$ cat src/rtl/mpx_pkg.sv
// rtl/mpx_pkg.sv - shared constants, FSM state type and helpers for the MPX gain scheduler
package mpx_pkg;

  // Audio sample width (signed) and unsigned gain-code width
  localparam int NBITS     = 18;
  localparam int K_NBITS   = 4;
  // Product width of the shared NBITS x (K_NBITS+1) signed multiplier
  localparam int MULT_RW   = NBITS + K_NBITS + 1;
  // The gain code carries three fractional bits; the product is rescaled by this shift
  localparam int RES_SHIFT = 3;
  // Cycles waited for mult_ready per multiply before the operation is abandoned
  localparam int TIMEOUT   = 64;

  // Sequencer states: latch, start/wait for the sum multiply, start/wait for the
  // difference multiply, then publish both results
  typedef enum logic [2:0] {
    IDLE = 3'd0,
    ST_S = 3'd1,
    WT_S = 3'd2,
    ST_D = 3'd3,
    WT_D = 3'd4,
    DONE = 3'd5
  } state_t;

endpackage

$ cat src/rtl/mpx_gain_sat.sv
// rtl/mpx_gain_sat.sv - rescales a multiplier product to sample width; saturates when GAIN_SAT_EN is defined
module mpx_gain_sat #(
  parameter int NBITS   = mpx_pkg::NBITS,
  parameter int K_NBITS = mpx_pkg::K_NBITS
) (
  input  logic signed [NBITS+K_NBITS:0] product,
  output logic        [NBITS-1:0]       result
);
  import mpx_pkg::*;

`ifdef GAIN_SAT_EN
  // Largest and smallest representable sample, sign-extended to product width
  localparam logic signed [NBITS+K_NBITS:0] MAX_V =
    {{(K_NBITS+2){1'b0}}, {(NBITS-1){1'b1}}};
  localparam logic signed [NBITS+K_NBITS:0] MIN_V =
    {{(K_NBITS+2){1'b1}}, {(NBITS-1){1'b0}}};

  logic signed [NBITS+K_NBITS:0] shifted;

  assign shifted = product >>> RES_SHIFT;

  // Clamp the rescaled product into the signed sample range
  always_comb begin
    result = shifted[NBITS-1:0];
    if (shifted > MAX_V) begin
      result = {1'b0, {(NBITS-1){1'b1}}};
    end else if (shifted < MIN_V) begin
      result = {1'b1, {(NBITS-1){1'b0}}};
    end
  end
`else
  // Sign bits above the slice and the fractional bits below it are discarded
  logic unused_bits;

  assign unused_bits = ^{product[NBITS+K_NBITS:NBITS+K_NBITS-1], product[RES_SHIFT-1:0]};

  // Plain slice; an out-of-range product wraps
  always_comb begin
    result = product[NBITS+K_NBITS-2:RES_SHIFT];
  end
`endif

endmodule

$ cat src/rtl/mpx_gain_scheduler.sv
// rtl/mpx_gain_scheduler.sv - time-multiplexes one external multiplier for the Ks/Kd gains; optional GAIN_SAT_EN
module mpx_gain_scheduler #(
  parameter int NBITS   = mpx_pkg::NBITS,
  parameter int K_NBITS = mpx_pkg::K_NBITS,
  parameter int TIMEOUT = mpx_pkg::TIMEOUT
) (
  input  logic                          clock,
  input  logic                          reset,
  input  logic                          enableclk,
  input  logic signed [NBITS-1:0]       LEFTin,
  input  logic signed [NBITS-1:0]       RIGHTin,
  input  logic        [K_NBITS-1:0]     Ks,
  input  logic        [K_NBITS-1:0]     Kd,
  output logic                          mult_start,
  output logic signed [NBITS-1:0]       mult_a,
  output logic signed [K_NBITS:0]       mult_b,
  input  logic                          mult_ready,
  input  logic signed [NBITS+K_NBITS:0] mult_r,
  output logic signed [NBITS-1:0]       SUMout,
  output logic signed [NBITS-1:0]       DIFout,
  output logic                          out_valid,
  output logic                          overrun,
  output logic                          timeout
);
  import mpx_pkg::*;

  localparam int CW = $clog2(TIMEOUT + 1);
  localparam logic [CW-1:0] WAIT_LIMIT = CW'(TIMEOUT);

  state_t                  state;
  logic [CW-1:0]           wait_cnt;

  // One extra bit so L+R and L-R never overflow before halving
  logic signed [NBITS:0]   sum_w;
  logic signed [NBITS:0]   dif_w;
  logic                    unused_lsbs;

  // Operands latched at the strobe; later input changes do not disturb the operation
  logic [NBITS-1:0]        sum_q;
  logic [NBITS-1:0]        dif_q;
  logic [K_NBITS-1:0]      ks_q;
  logic [K_NBITS-1:0]      kd_q;

  // Rescaled products held until both are ready to publish together
  logic [NBITS-1:0]        sum_res;
  logic [NBITS-1:0]        dif_res;
  logic [NBITS-1:0]        sat_res;

  assign sum_w = {LEFTin[NBITS-1], LEFTin} + {RIGHTin[NBITS-1], RIGHTin};
  assign dif_w = {LEFTin[NBITS-1], LEFTin} - {RIGHTin[NBITS-1], RIGHTin};

  // Halving drops the LSBs of the widened sum and difference
  assign unused_lsbs = sum_w[0] ^ dif_w[0];

  // A single rescaler serves both captures; only one multiply is ever in flight
  mpx_gain_sat #(
    .NBITS   (NBITS),
    .K_NBITS (K_NBITS)
  ) u_gain_sat (
    .product (mult_r),
    .result  (sat_res)
  );

  // Sequencer: latch, sum multiply, difference multiply, publish; registered outputs
  always_ff @(posedge clock or negedge reset) begin
    if (!reset) begin
      state      <= IDLE;
      wait_cnt   <= '0;
      sum_q      <= '0;
      dif_q      <= '0;
      ks_q       <= '0;
      kd_q       <= '0;
      sum_res    <= '0;
      dif_res    <= '0;
      mult_start <= 1'b0;
      mult_a     <= '0;
      mult_b     <= '0;
      SUMout     <= '0;
      DIFout     <= '0;
      out_valid  <= 1'b0;
      overrun    <= 1'b0;
      timeout    <= 1'b0;
    end else begin
      mult_start <= 1'b0;
      out_valid  <= 1'b0;

      // A strobe outside IDLE (DONE included) is dropped, never queued
      if (enableclk && (state != IDLE)) begin
        overrun <= 1'b1;
      end

      case (state)
        IDLE: begin
          if (enableclk) begin
            sum_q <= sum_w[NBITS:1];
            dif_q <= dif_w[NBITS:1];
            ks_q  <= Ks;
            kd_q  <= Kd;
            state <= ST_S;
          end
        end

        ST_S: begin
          mult_start <= 1'b1;
          mult_a     <= sum_q;
          mult_b     <= {1'b0, ks_q};
          wait_cnt   <= '0;
          state      <= WT_S;
        end

        // First wait cycle skips ready: it may still be high from the previous product
        WT_S: begin
          if ((wait_cnt != '0) && mult_ready) begin
            sum_res <= sat_res;
            state   <= ST_D;
          end else if (wait_cnt == WAIT_LIMIT) begin
            timeout <= 1'b1;
            state   <= IDLE;
          end else begin
            wait_cnt <= wait_cnt + 1'b1;
          end
        end

        ST_D: begin
          mult_start <= 1'b1;
          mult_a     <= dif_q;
          mult_b     <= {1'b0, kd_q};
          wait_cnt   <= '0;
          state      <= WT_D;
        end

        WT_D: begin
          if ((wait_cnt != '0) && mult_ready) begin
            dif_res <= sat_res;
            state   <= DONE;
          end else if (wait_cnt == WAIT_LIMIT) begin
            timeout <= 1'b1;
            state   <= IDLE;
          end else begin
            wait_cnt <= wait_cnt + 1'b1;
          end
        end

        DONE: begin
          SUMout    <= sum_res;
          DIFout    <= dif_res;
          out_valid <= 1'b1;
          state     <= IDLE;
        end

        default: begin
          state <= IDLE;
        end
      endcase
    end
  end

endmodule

$ cat config.mk
export PLATFORM = sky130hd
export DESIGN_NAME = mpx_gain_scheduler
export DESIGN_NICKNAME = d
export VERILOG_FILES = /design/src/rtl/mpx_pkg.sv /design/src/rtl/mpx_gain_sat.sv /design/src/rtl/mpx_gain_scheduler.sv
export SDC_FILE = /design/constraint.sdc
export NUM_CORES = 1
export LEC_CHECK = 0
export ABC_CLOCK_PERIOD_IN_PS = 3100
export CORE_ASPECT_RATIO = 0.7
export CORE_MARGIN = 1
export CORE_UTILIZATION = 54
export DETAILED_ROUTE_END_ITERATION = 12
export PLACE_DENSITY = 0.9
export SYNTH_ARGS = -nofsm -noshare
export SYNTH_HDL_FRONTEND = slang
export SYNTH_HIERARCHICAL = 1
export SYNTH_SLANG_ARGS = --single-unit
$ cat constraint.sdc
create_clock -name clock -period 3.1 [get_ports clock]
set_input_delay 0.31 -clock clock [delete_from_list [all_inputs] [get_ports clock]]
set_output_delay 0.31 -clock clock [all_outputs]
set_load 0.05 [all_outputs]
Word level (Yosys, flattened, before mapping)
Cells that the tools add are included.
Cells by class
  $add $sub $neg: 3
  $mul: 0
  div/mod/pow operators: 0
  order comparisons: 0
  equality and inequality tests: 9
  shift operators: 0
  muxes and demuxes: 12
  bitwise gates (word level): 1
  reduce and logical (&&, ||, !) cells: 14
Operators with widths (count)
  $pmux 18 s2: 1
  $add 18x18->19: 1
  $sub 18x18->19: 1
  $pmux 3 s5: 1
  $mux 7: 2
  $pmux 7 s2: 1
  $mux 3: 4
  $pmux 5 s2: 1
  $add 7x1->7 const B: 1
  $eq 7x7->1 const B: 1
  $reduce_bool 7->1: 1
  $eq 3x2->1 const B: 2
  $eq 3x3->1 const B: 2
  $ne 2x2->1 const B: 3
  $reduce_and 2->1: 3
  $reduce_and 3->1: 2
  $reduce_bool 2->1: 2
  $reduce_or 2->1: 2
  $eq 3x1->1 const B: 1
  $logic_not 3->1: 1
  $reduce_bool 3->1: 1
  $logic_and 1x1->1: 2
  $mux 1: 2
  $not 1->1: 1
Word-level totals
  register bits: 153
  latch bits: 0
  bits in writable memories: 0
  memory bits (read-only): 0
  word-level logic and storage cells: 55
  memories kept: 0

Depth between registers and ports, before layout
  word-level depth: 4
  mapped depth: 10
  depth with buffers taken out: 8

Modules after synthesis
The synthesis kept the hierarchy.
By module, submodules not included
  mpx_gain_scheduler: instances 1, cells an instance 827, area an instance 7872.6 um^2, sequential area each 3803.6 um^2
  mpx_gain_sat: instances 1, cells an instance 18, area an instance 135.1 um^2, sequential area each 0.0 um^2

Least setup slack after synthesis
OpenSTA, ideal clock, no wires.
  kind: input to register
  start point: in RIGHTin[10]
  end point: reg sum_q[16]
  setup time: 124 ps
  arrival: 2221 ps
  data required time: 2976 ps
  setup slack: 755 ps
  stages on the path: 9
  path buffers: 1
  cell sequence: inv_1 -> ha_1 -> clkbuf_1 -> or4_1 -> or4_1 -> nor2_1 -> a2bb2oi_1 -> mux2i_1 -> or2_1
On the way
  longest elaborated chain between the ends: 1
RTL lines
  start, declared: line mpx_gain_scheduler.sv:11  | input logic signed [NBITS-1:0] RIGHTin,
  $add 18x18->19: line mpx_gain_scheduler.sv:49  | assign sum_w = {LEFTin[NBITS-1], LEFTin} + {RIGHTin[NBITS-1], RIGHTin};
  end signal, assigned: line mpx_gain_scheduler.sv:95  | sum_q <= sum_w[NBITS:1];
  end, declared: line mpx_gain_scheduler.sv:39  | logic [NBITS-1:0] sum_q;
No other way between the ends.
A chain may end at the register's enable or synchronous reset.

Worst setup path in the final report
  start point: reg wait_cnt[0]
  end point: reg sum_res[8]
On the way
  longest elaborated chain between the ends: 3
RTL lines
  start, declared: line mpx_gain_scheduler.sv:31  | logic [CW-1:0] wait_cnt;
  start signal, assigned: line mpx_gain_scheduler.sv:120  | wait_cnt <= wait_cnt + 1'b1;
  start signal, assigned: line mpx_gain_scheduler.sv:140  | wait_cnt <= wait_cnt + 1'b1;
  $reduce_bool 7->1: line mpx_gain_scheduler.sv:113  | if ((wait_cnt != '0) && mult_ready) begin
  $logic_and 1x1->1: line mpx_gain_scheduler.sv:113
  $reduce_and 2->1 (no source line)
  end signal, assigned: line mpx_gain_scheduler.sv:114  | sum_res <= sat_res;
  end, declared: line mpx_gain_scheduler.sv:45  | logic [NBITS-1:0] sum_res;
No other way between the ends.

==> impl_metrics.tcl <==
set metrics [dict create \
    drc_errors 0 \
    postSynthAreaPerCell_um2 9.48 \
    die-width_um 148 \
    r2r-start "wait_cnt[0]" \
    final_max_slew_viol_count 0 \
    fin_skew_ns 0.0178 \
    grt_max_degree 98 \
    cts-resized-gates 0 \
    final_layout_size_suffix_gt1_frac 0.117 \
    wirelength_um 18700 \
    overflow 0 \
    async_flop_share 1.00 \
    cp_num_buf_inv 2 \
    r2r_slack_ns 0.37 \
    period_share 0.880 \
    worst_pin_slew_ns 0.994 \
    hold_ws_ns -0.0204 \
    synthesis.area_mm2 0.00801 \
    critical_path.startpoint "wait_cnt[0]" \
    worstReg2RegEnd "sum_res[8]" \
    die-area_mm2 0.0153 \
    syn-num-nets 954 \
    area_growth_pct 24.4 \
    vdd_drop_max_mv 0.509 \
    antenna_found_initial 0 \
    crit_slowest_cell "and3_1" \
    leakage_nw 4.62 \
    ys_seq_elements 152 \
    io_buffers 127 \
    cp.arrival_ns 3.03 \
    outcome "finished, violations left" \
    ios 134 \
    ctsHoldBuffers 0 \
    path_delay_family "simple AND/OR/NAND/NOR gates" \
    fmax_mhz 367 \
    period_minus_slack_ns 2.73 \
    clk_path_buf_depth 2 \
    h-tree-depth 4 \
    yosysSeqAreaShare 0.475 \
    die_y_um 104 \
    drv_cap 0 \
    fin_setup_tns_ns 0 \
    wire_per_inst_um 16.3 \
    setup_violations 0 \
    start_kind "flop" \
    rows 36 \
    cts_setup_buffers 0 \
    synth.distinct_cells 72 \
    cts_tree "built" \
    cts_sinks 152 \
    first_global_vias 6286 \
    core_area_mm2 0.0142 \
    dr.pass1.iters 5 \
    crit_chain "inv_1, ha_1, or4b_1, or2_4, o21ai_2, inv_2, and3_1, mux2_1" \
    synth_ff_type "dfrtp_1" \
    violations "hold timing" \
    dpl.hpwl_um 13300 \
    drt-initial-drc-count 428 \
    critical_path.max_fanout 18 \
    rsz0062_at_grt "false" \
    clk_latency_ns 0.43 \
    cts_buffers 17 \
    reg2regPathDepth 8 \
    grtUsageTotal 0.259 \
    syn_inst 845 \
    worst_setup_path_end_kind "flop" \
    hold_path.class "primary input to async pin" \
    vias 6422 \
    required_ns 3.41 \
    ant_nets 0 \
    critPathMaxStageDelay_ns 0.50 \
    place.gp.congestion 0.917 \
    path_class "flop to flop" \
    clkTransAtPathRegs_ns 0.06 \
    relSlewSlack 0.338 \
    p_per_area_mw_per_mm2 969 \
    via_per_inst 5.58 \
    ys_warn_count 6 \
    grt_pass1_wl_um 31400 \
    diodes 0 \
    synth_edf_count 0 \
    clockRootBuffer "clkbuf_16" \
    start_util 0.564 \
    finalHoldViolCount 28 \
    num-nets-final 1057 \
]
==> layout make-up <==
cell class | instances | area, um2
well taps | 190 | 238
inverters | 34 | 128
repair buffers | 150 | 1450
clock buffers | 17 | 425
flip-flops and latches | 152 | 3800
fillers | 1086 | 4230
multi-input cells | 593 | 3750
clock inverters | 15 | 174
==> how the worst max path moves through the flow <==
stage               depth (start not counted)  slack (ns)    endpoint
floorplan                                   9        0.75   sum_q[16]
finish                                      8        0.37  sum_res[8]
detailed placement                         10        0.07   sum_q[15]
CTS                                         8        0.38  sum_res[8]
global placement                           10         0.1   sum_q[15]
global route                                8        0.25  sum_res[8]
==> synthesized netlist by cell type (all sizes together), types with 8 or more instances <==
cell type  number  area, um2
nor2           30        113
nand2         209        785
a21oi          25        125
mux2i          24        240
xor2            9       78.8
nand3           8       45.0
buf            28        194
nor3           11       55.1
nand2b          8       50.1
dfrtp         152       3800
ha             36        450
xnor2          24        210
nand4           8       50.1
o21ai          67        339
inv            33        124
clkbuf         38        143
mux2           38        428
==> cells by family after synthesis <==
| kind of cell | after synthesis | synth area share |
|---|---|---|
| muxes | 62 | 0.0834 |
| AOI/OAI and AO/OA | 148 | 0.117 |
| xor gates and xnor gates | 33 | 0.0361 |
| and+or+nand+nor | 311 | 0.169 |
| DFF | 152 | 0.475 |
| buffers and inverters | 100 | 0.0580 |
| other | 1 | 0.000468 |
| adders and majority gates | 38 | 0.0612 |
==> where the power goes <==
| part | switching [mW] | total, mW | internal (mW) |
|---|---|---|---|
| registers | 0.500 | 3.37 | 2.87 |
| logic | 2.67 | 4.23 | 1.56 |
| clock network | 0.960 | 2.05 | 1.09 |
==> stage by stage <==
| step | util | cell area, um2 | total power [mW] | instances | worst slack (ns) |
|---|---|---|---|---|---|
| 2_1_floorplan | - | 8010 | 6.23 | 845 | 0.755 |
| 3_3_place_gp | 0.660 | 9360 | 7.43 | 1119 | 0.0966 |
| 3_5_place_dp | 0.660 | 9360 | 7.61 | 1119 | 0.0670 |
| 4_1_cts | 0.702 | 9960 | 9.69 | 1151 | 0.381 |
| 5_1_grt | 0.702 | 9960 | 10.2 | 1151 | 0.245 |
| 6_report | 0.702 | 9960 | 9.65 | 1151 | 0.374 |
==> state kept, by name, indices dropped and copies added (netlist names), 7 cells and up <==
register / flops
DIFout: 18
wait_cnt: 7
dif_res: 18
SUMout: 18
mult_a: 18
sum_res: 18
sum_q: 18
dif_q: 18
==> layout by cell type, fill, tap and decap left out, types with 25 or more instances in the layout <==
cell type | Yosys | layout
nand2_1 | 209 | 209
dfrtp_1 | 152 | 152
clkdlybuf4s50_1 | 0 | 126
o21ai_0 | 66 | 66
mux2_2 | 37 | 37
ha_1 | 36 | 36
inv_1 | 31 | 31
nor2_1 | 30 | 30
a21oi_1 | 25 | 25
==> metal layers <==
metal  GRT usage  share of wire
met5           0              0
met4      0.0677          0.014
met3      0.0425          0.057
met2       0.405           0.46
met1       0.375           0.47
==> worst register-to-register path: stages, from the launching register on <==
cell,delay (ns)
dfrtp_1,0.43
inv_1,0.08
ha_1,0.14
or4b_1,0.48
or2_4,0.29
o21ai_2,0.16
inv_2,0.07
and3_1,0.50
mux2_1,0.47
Power figures use the tool's default switching activity.
